## config.mk

```make
export PLATFORM = sky130hd
export DESIGN_NAME = param_sync_fifo
export DESIGN_NICKNAME = d
export VERILOG_FILES = /design/src/rtl/param_sync_fifo.sv
export SDC_FILE = /design/constraint.sdc
export NUM_CORES = 1
export LEC_CHECK = 0
export BUFFER_PORTS_ARGS = -buffer_cell sky130_fd_sc_hd__buf_4
export CELL_PAD_IN_SITES_DETAIL_PLACEMENT = 1
export CELL_PAD_IN_SITES_GLOBAL_PLACEMENT = 1
export CORE_MARGIN = 4
export CORE_UTILIZATION = 46
export DETAILED_ROUTE_END_ITERATION = 8
export PLACE_DENSITY_LB_ADDON = 0.1
export SLEW_MARGIN = 15
export SYNTH_ARGS = -nofsm -noshare
export SYNTH_HDL_FRONTEND = slang
export SYNTH_SLANG_ARGS = --single-unit
```

## constraint.sdc

```tcl
create_clock -name clk -period 4.1 [get_ports clk]
set_clock_uncertainty 0.2 [all_clocks]
set_input_delay 0.615 -clock clk [delete_from_list [all_inputs] [get_ports clk]]
set_output_delay 0.615 -clock clk [all_outputs]
set_load 0.005 [all_outputs]
```

## src/rtl/param_sync_fifo.sv

```systemverilog
// Parametrised single-clock FIFO with fill count, almost-full/empty thresholds,
// sticky overflow/underflow flags, synchronous flush and optional FWFT read mode.
module param_sync_fifo #(
    parameter int unsigned DATA_W   = 8,
    parameter int unsigned DEPTH    = 16,
    parameter int unsigned AF_LEVEL = 14,
    parameter int unsigned AE_LEVEL = 2,
    parameter int unsigned FWFT     = 0
) (
    input  logic                     clk,
    input  logic                     reset,
    input  logic [DATA_W-1:0]        i_wrdata,
    input  logic                     i_wren,
    input  logic                     i_rden,
    input  logic                     i_clr,
    output logic [DATA_W-1:0]        o_rddata,
    output logic                     o_rdvalid,
    output logic                     o_full,
    output logic                     o_empty,
    output logic                     o_alm_full,
    output logic                     o_alm_empty,
    output logic [$clog2(DEPTH):0]   o_count,
    output logic                     o_overflow,
    output logic                     o_underflow
);

    localparam int unsigned PTR_W = $clog2(DEPTH);
    localparam int unsigned CNT_W = PTR_W + 1;

    localparam logic [CNT_W-1:0] DEPTH_CNT = CNT_W'(DEPTH);
    localparam logic [CNT_W-1:0] AF_CNT    = CNT_W'(AF_LEVEL);
    localparam logic [CNT_W-1:0] AE_CNT    = CNT_W'(AE_LEVEL);

    logic [DATA_W-1:0] mem [DEPTH];
    logic [PTR_W-1:0]  wr_ptr;
    logic [PTR_W-1:0]  rd_ptr;
    logic [DATA_W-1:0] rd_data_q;
    logic              rd_ok;
    logic              wr_ok;
    logic [CNT_W-1:0]  count_next;

    // Accept logic: a full FIFO still takes a write when a read frees a slot on the same edge
    always_comb begin
        rd_ok      = i_rden && !o_empty;
        wr_ok      = i_wren && (!o_full || rd_ok);
        count_next = o_count + CNT_W'(wr_ok) - CNT_W'(rd_ok);
    end

    // Pointers, count and status flags; flags track count_next so they move with o_count
    always_ff @(posedge clk or posedge reset) begin
        if (reset) begin
            wr_ptr      <= '0;
            rd_ptr      <= '0;
            o_count     <= '0;
            o_full      <= 1'b0;
            o_empty     <= 1'b1;
            o_alm_full  <= 1'b0;
            o_alm_empty <= 1'b1;
            o_overflow  <= 1'b0;
            o_underflow <= 1'b0;
        end else if (i_clr) begin
            wr_ptr      <= '0;
            rd_ptr      <= '0;
            o_count     <= '0;
            o_full      <= 1'b0;
            o_empty     <= 1'b1;
            o_alm_full  <= 1'b0;
            o_alm_empty <= 1'b1;
            o_overflow  <= 1'b0;
            o_underflow <= 1'b0;
        end else begin
            if (wr_ok) begin
                wr_ptr <= wr_ptr + PTR_W'(1);
            end
            if (rd_ok) begin
                rd_ptr <= rd_ptr + PTR_W'(1);
            end
            o_count     <= count_next;
            o_full      <= (count_next == DEPTH_CNT);
            o_empty     <= (count_next == '0);
            o_alm_full  <= (count_next >= AF_CNT);
            o_alm_empty <= (count_next <= AE_CNT);
            if (i_wren && o_full && !rd_ok) begin
                o_overflow <= 1'b1;
            end
            if (i_rden && o_empty) begin
                o_underflow <= 1'b1;
            end
        end
    end

    // Storage array is deliberately left unreset
    always_ff @(posedge clk) begin
        if (wr_ok && !i_clr) begin
            mem[wr_ptr] <= i_wrdata;
        end
    end

    // Last popped word; also what an empty FWFT FIFO presents
    always_ff @(posedge clk or posedge reset) begin
        if (reset) begin
            rd_data_q <= '0;
        end else if (rd_ok && !i_clr) begin
            rd_data_q <= mem[rd_ptr];
        end
    end

    generate
        if (FWFT == 0) begin : g_std
            logic rd_valid_q;

            always_ff @(posedge clk or posedge reset) begin
                if (reset) begin
                    rd_valid_q <= 1'b0;
                end else if (i_clr) begin
                    rd_valid_q <= 1'b0;
                end else begin
                    rd_valid_q <= rd_ok;
                end
            end

            assign o_rddata  = rd_data_q;
            assign o_rdvalid = rd_valid_q;
        end else begin : g_fwft
            // Head word is shown straight from the array once it is committed
            assign o_rddata  = o_empty ? rd_data_q : mem[rd_ptr];
            assign o_rdvalid = !o_empty;
        end
    endgenerate

endmodule

```

Yosys cells after proc, flatten, opt, wreduce, memory -nomap -nowiden
Memory sizes are Yosys's and may differ from the RTL's. A register that Yosys moved wholly into a read port is not among the register bits.
Index checks and enable logic that the tools add are counted.
{"block": "classes", "reduce_logical": 17, "div_mod_pow": 0, "multipliers": 0, "n_eq_ne": 1, "mux": 16, "shifts": 0, "magnitude_cmp": 2, "add_sub_neg": 4, "bitwise_logic": 0}
{"operator": "4-bit 2-to-1 mux", "count": 4}
{"operator": "1-bit 2-to-1 mux", "count": 11}
{"operator": "4-bit by 1-bit adder with 4-bit output (second input constant)", "count": 2}
{"operator": "2-bit nonzero test", "count": 4}
{"operator": "1-bit logical AND", "count": 7}
{"operator": "5-bit by 1-bit adder with 5-bit output", "count": 1}
{"operator": "5-bit equality test (second input constant)", "count": 1}
{"operator": "5-bit by 4-bit >= comparator with 1-bit output (second input constant)", "count": 1}
{"operator": "5-bit by 2-bit <= comparator with 1-bit output (second input constant)", "count": 1}
{"operator": "5-bit zero test", "count": 1}
{"operator": "5-bit 2-to-1 mux", "count": 1}
{"operator": "5-bit by 1-bit subtractor with 5-bit output", "count": 1}
{"operator": "1-bit zero test", "count": 4}
{"operator": "1-bit logical OR", "count": 1}
{"block": "totals", "mem_bits_ro": 0, "reg_bits": 20, "latch_bits": 0, "input_bits": 13, "out_inout_bits": 20, "mem_bits_rw": 128, "wordCells": 51, "memories": 1}
{"name": "mem", "words": 16, "width": 8, "rd": 1, "rd_ports_with_merged_regs": 1, "wr": 1, "line": "34", "source": "logic [DATA_W-1:0] mem [DEPTH];"}

Longest topological paths before layout
{"block": "logic_depth", "word_depth": 8, "ltp_mapped": 13, "ltp_nobuf": 13}

Least setup slack after synthesis
Ideal clock, no wire load.
{"block": "synth_path", "path_kind": "input to register", "start": "input i_rden", "end": "register o_full", "path_slack_ns": 0.987, "arrival_ns": 2.845, "setup_time_ns": 0.068, "cell_stages": 13, "required_time_ns": 3.832, "n_path_buf": 0, "cell_sequence": "nand2b_1 -> a21boi_1 -> inv_1 -> ha_1 -> inv_1 -> ha_1 -> inv_1 -> fa_1 -> nor2b_1 -> o21ai_0 -> nand3_1 -> nor3b_1 -> and4_1"}
{"block": "synth_via", "elab_chain_len": 7}
{"item": "start, declared", "line": "14", "source": "input logic i_rden,"}
{"item": "1-bit logical AND (*)", "line": "44", "source": "rd_ok = i_rden && !o_empty;"}
{"item": "1-bit logical OR", "line": "45", "source": "wr_ok = i_wren && (!o_full || rd_ok);"}
{"item": "1-bit logical AND", "line": "45"}
{"item": "5-bit by 1-bit adder with 5-bit output", "line": "46", "source": "count_next = o_count + CNT_W'(wr_ok) - CNT_W'(rd_ok);"}
{"item": "5-bit by 1-bit subtractor with 5-bit output (*)", "line": "46"}
{"item": "5-bit equality test (*)", "line": "79", "source": "o_full <= (count_next == DEPTH_CNT);"}
{"item": "1-bit 2-to-1 mux (*)", "line": "61", "source": "end else if (i_clr) begin"}
{"item": "end signal, assigned", "line": "79"}
{"item": "end, declared", "line": "18", "source": "output logic o_full,"}
Mark *: on every way between the ends. The rest lies on a longest branch, timed or not.
A chain may end at the register's enable or synchronous reset.

Worst setup path in the final report
{"block": "layout_path", "start": "register o_empty", "end": "register o_full"}
{"block": "layout_via", "elab_chain_len": 8}
{"item": "start, declared", "line": "19", "source": "output logic o_empty,"}
{"item": "start signal, assigned", "line": "80", "source": "o_empty <= (count_next == '0);"}
{"item": "1-bit zero test (*)", "line": "44"}
{"item": "1-bit logical AND (*)", "line": "44"}
{"item": "1-bit logical OR", "line": "45"}
{"item": "1-bit logical AND", "line": "45"}
{"item": "5-bit by 1-bit adder with 5-bit output", "line": "46"}
{"item": "5-bit by 1-bit subtractor with 5-bit output (*)", "line": "46"}
{"item": "5-bit equality test (*)", "line": "79"}
{"item": "1-bit 2-to-1 mux (*)", "line": "61"}
Marked as above.

==> results.yml <==
outcome:
  outcome: "finished clean"
global_route:
  use_met2: 0.303
  grtUsageTotal: 0.186
  grt_max_degree: 29
  overflow: 0
  grt_pass1_wl_um: 21500
  grt.busiest_layer: "met2"
  gr-usage-met3: 0.0435
  antenna_found_initial: 0
  grt_pass1_vias: 3587
  grt.met1_usage: 0.247
sta:
  slew_violations: 0
  rsz0062_at_grt: "no"
  slew_headroom: 0.416
  fin_crit_sh: 0.829
  tightest_slew_ps: 873
  finalSetupViolCount: 0
  fmax_mhz: 294
  setup_tns_ps: 0
  min_period_ps: 3400
  hold_viol: 0
synthesis:
  ys_seq_area_frac: 0.717
  async_reset_ff_frac: 0.179
  synth_edf_count: 128
  yosysUniqueCellTypes: 40
  syn_area_um2: 6340
  ys_seq_elements: 156
  synth_common_cells: "edfxtp_1 (128), nor2_1 (28), dfrtp_1 (26), mux4_1 (20), inv_1 (13)"
  avgSynthCellArea_um2: 18.3
  syn_inst: 347
  synth_most_common_cell: "edfxtp_1"
  synth_nets: 371
  synth_top_area_share: 0.606
  synthTopCellsByArea: "edfxtp_1 (61%), dfrtp_1 (10%), mux4_1 (8.3%)"
  yosys_warnings: 0
  synth_ff_type: "edfxtp_1"
  synth.largest_area_cell: "edfxtp_1"
setup_path:
  start_kind: "flop"
  cp-startpoint: "o_empty"
  cp.arrival_ps: 3540
  cp-end-kind: "flop"
  r2r_start: "o_empty"
  crit_required_ps: 4250
  crit_fanout: 5
  critPathKind: "reg -> reg"
final_layout:
  drive_above_1_share: 0.251
  nNetsFinal: 425
  final_cells: 590
  design_area_um2: 7400
  antenna-diode-count: 0
  fin_util: 0.554
  area_growth_pct: 16.7
detailed_routing:
  wirelength_um: 13600
  wl_per_cell_um: 23.1
  drt_iter0_drc: 216
  drc: 0
  ant_nets: 0
  vias_per_cell: 5.53
  drt_pass1_iterations: 4
  vias: 3261
die:
  dieArea_um2: 15700
  core_um2: 13300
  die-width_um: 125
  rows: 42
  io_pins: 33
  start_util: 0.475
  dieHeight_um: 125
place:
  portBuffers: 32
  dp_cells: 558
  dpl_cell_area_um2: 6840
  hpwl_um: 9150
  gp_congestion: 0.777
clock_network:
  cts_inserted_buffers: 17
  cts_resized: 0
  clock_latency_ps: 410
  cts.hold.buffers_added: 0
  cts_tree: "done"
  cts_root_buffer: "clkbuf_16"
  cts_max_path_buffers: 2
  cts_sinks: 156
  cts_setup_buffers: 0
  cts.clk_slew.worst_paths_ps: 60
  htree_levels: 4
run:
  max_cap_viol_count: 0
power:
  leakagePower_nw: 2.64
  peakVddDrop_v: 0.000321
  power_density_nw_per_um2: 575
worst_hold_path:
  min_path_type: "in -> async"
[through the flow]
stage,hold slack [ps],power [mW],setup WS (ps)
floorplan,286,2.49,987
global placement,288,2.81,611
detailed placement,291,2.84,453
CTS,73.3,4.32,626
global route,109,4.48,379
finish,79.3,4.25,702
[layer usage]
metal,wire length [um],vias up
met3,776,12
met4,211,0
met2,6940,88
li1,-,1462
met1,5690,1699
met5,0,-
[worst max-delay path, stage by stage, from the launching register on]
cell and delay, ps:
dfstp_2 370, nand2b_1 190, a21boi_1 410, inv_1 140
ha_1 290, inv_1 70, ha_1 180, inv_1 60
fa_1 400, nor2b_1 110, o21ai_0 110, nand3_1 90
nor3b_1 450, and4_1 260
[cell usage in the layout (no fill, tap or decap), drive strengths merged, types with 5 or more instances in the layout]
cell    netlist  final
buf          10     52
o21ai        13     13
edfxtp      128    128
dfrtp        26     26
nor2         28     28
mux4         32     32
clkbuf        7     17
nor3          5      5
mux2          8      8
inv          13     14
a21oi         7      7
nand2        13     13
xor2          7      7
ha           10     10
clkinv        1     10
nor2b         9      9
a22oi         6      6
[flip-flops by register name, summed over array words and instances (netlist names)]
name,flops
o_overflow,1
rd_ptr,4
o_count,5
wr_ptr,4
o_underflow,1
o_alm_empty,1
o_full,1
o_rddata,8
o_rdvalid,1
mem,128
o_alm_full,1
o_empty,1
[cell type report]
type	instances	area, um2
fill	1213	5950
sequential	156	4550
multi-input combinational	160	1630
clock buffer	17	425
timing repair buffer	52	390
tap	176	220
clock inverter	15	130
inverter	14	52.6
[power breakdown]
part	total [mW]	internal, mW	switching (mW)
Clock	1.46	0.880	0.585
Sequential	1.96	1.84	0.124
Combinational	0.827	0.426	0.401
Total	4.25	3.14	1.11
[kinds of logic (layout without fill, tap and decap cells)]
family | Yosys count | count (layout) | synth area share
muxes | 42 | 42 | 0.143
AOI/OAI and AO/OA | 32 | 32 | 0.0302
buffers and inverters | 31 | 98 | 0.0255
DFF | 156 | 156 | 0.717
adders and majority gates | 11 | 11 | 0.0229
xor gates and xnor gates | 9 | 9 | 0.0124
and+or+nand+nor | 66 | 66 | 0.0488
[final timing paths]
path / slack [ps] / cells past startpoint / to
min in group clk: 250 / 3 / o_underflow
worst min register to register: 300 / 2 / o_overflow
worst max-delay path: 700 / 13 / o_full
worst min-delay path: 80 / 3 / rd_ptr[1]
max in group asynchronous: 3310 / 3 / o_alm_empty
worst max register to register: 700 / 13 / o_full
(Power assumes the default switching activity.)
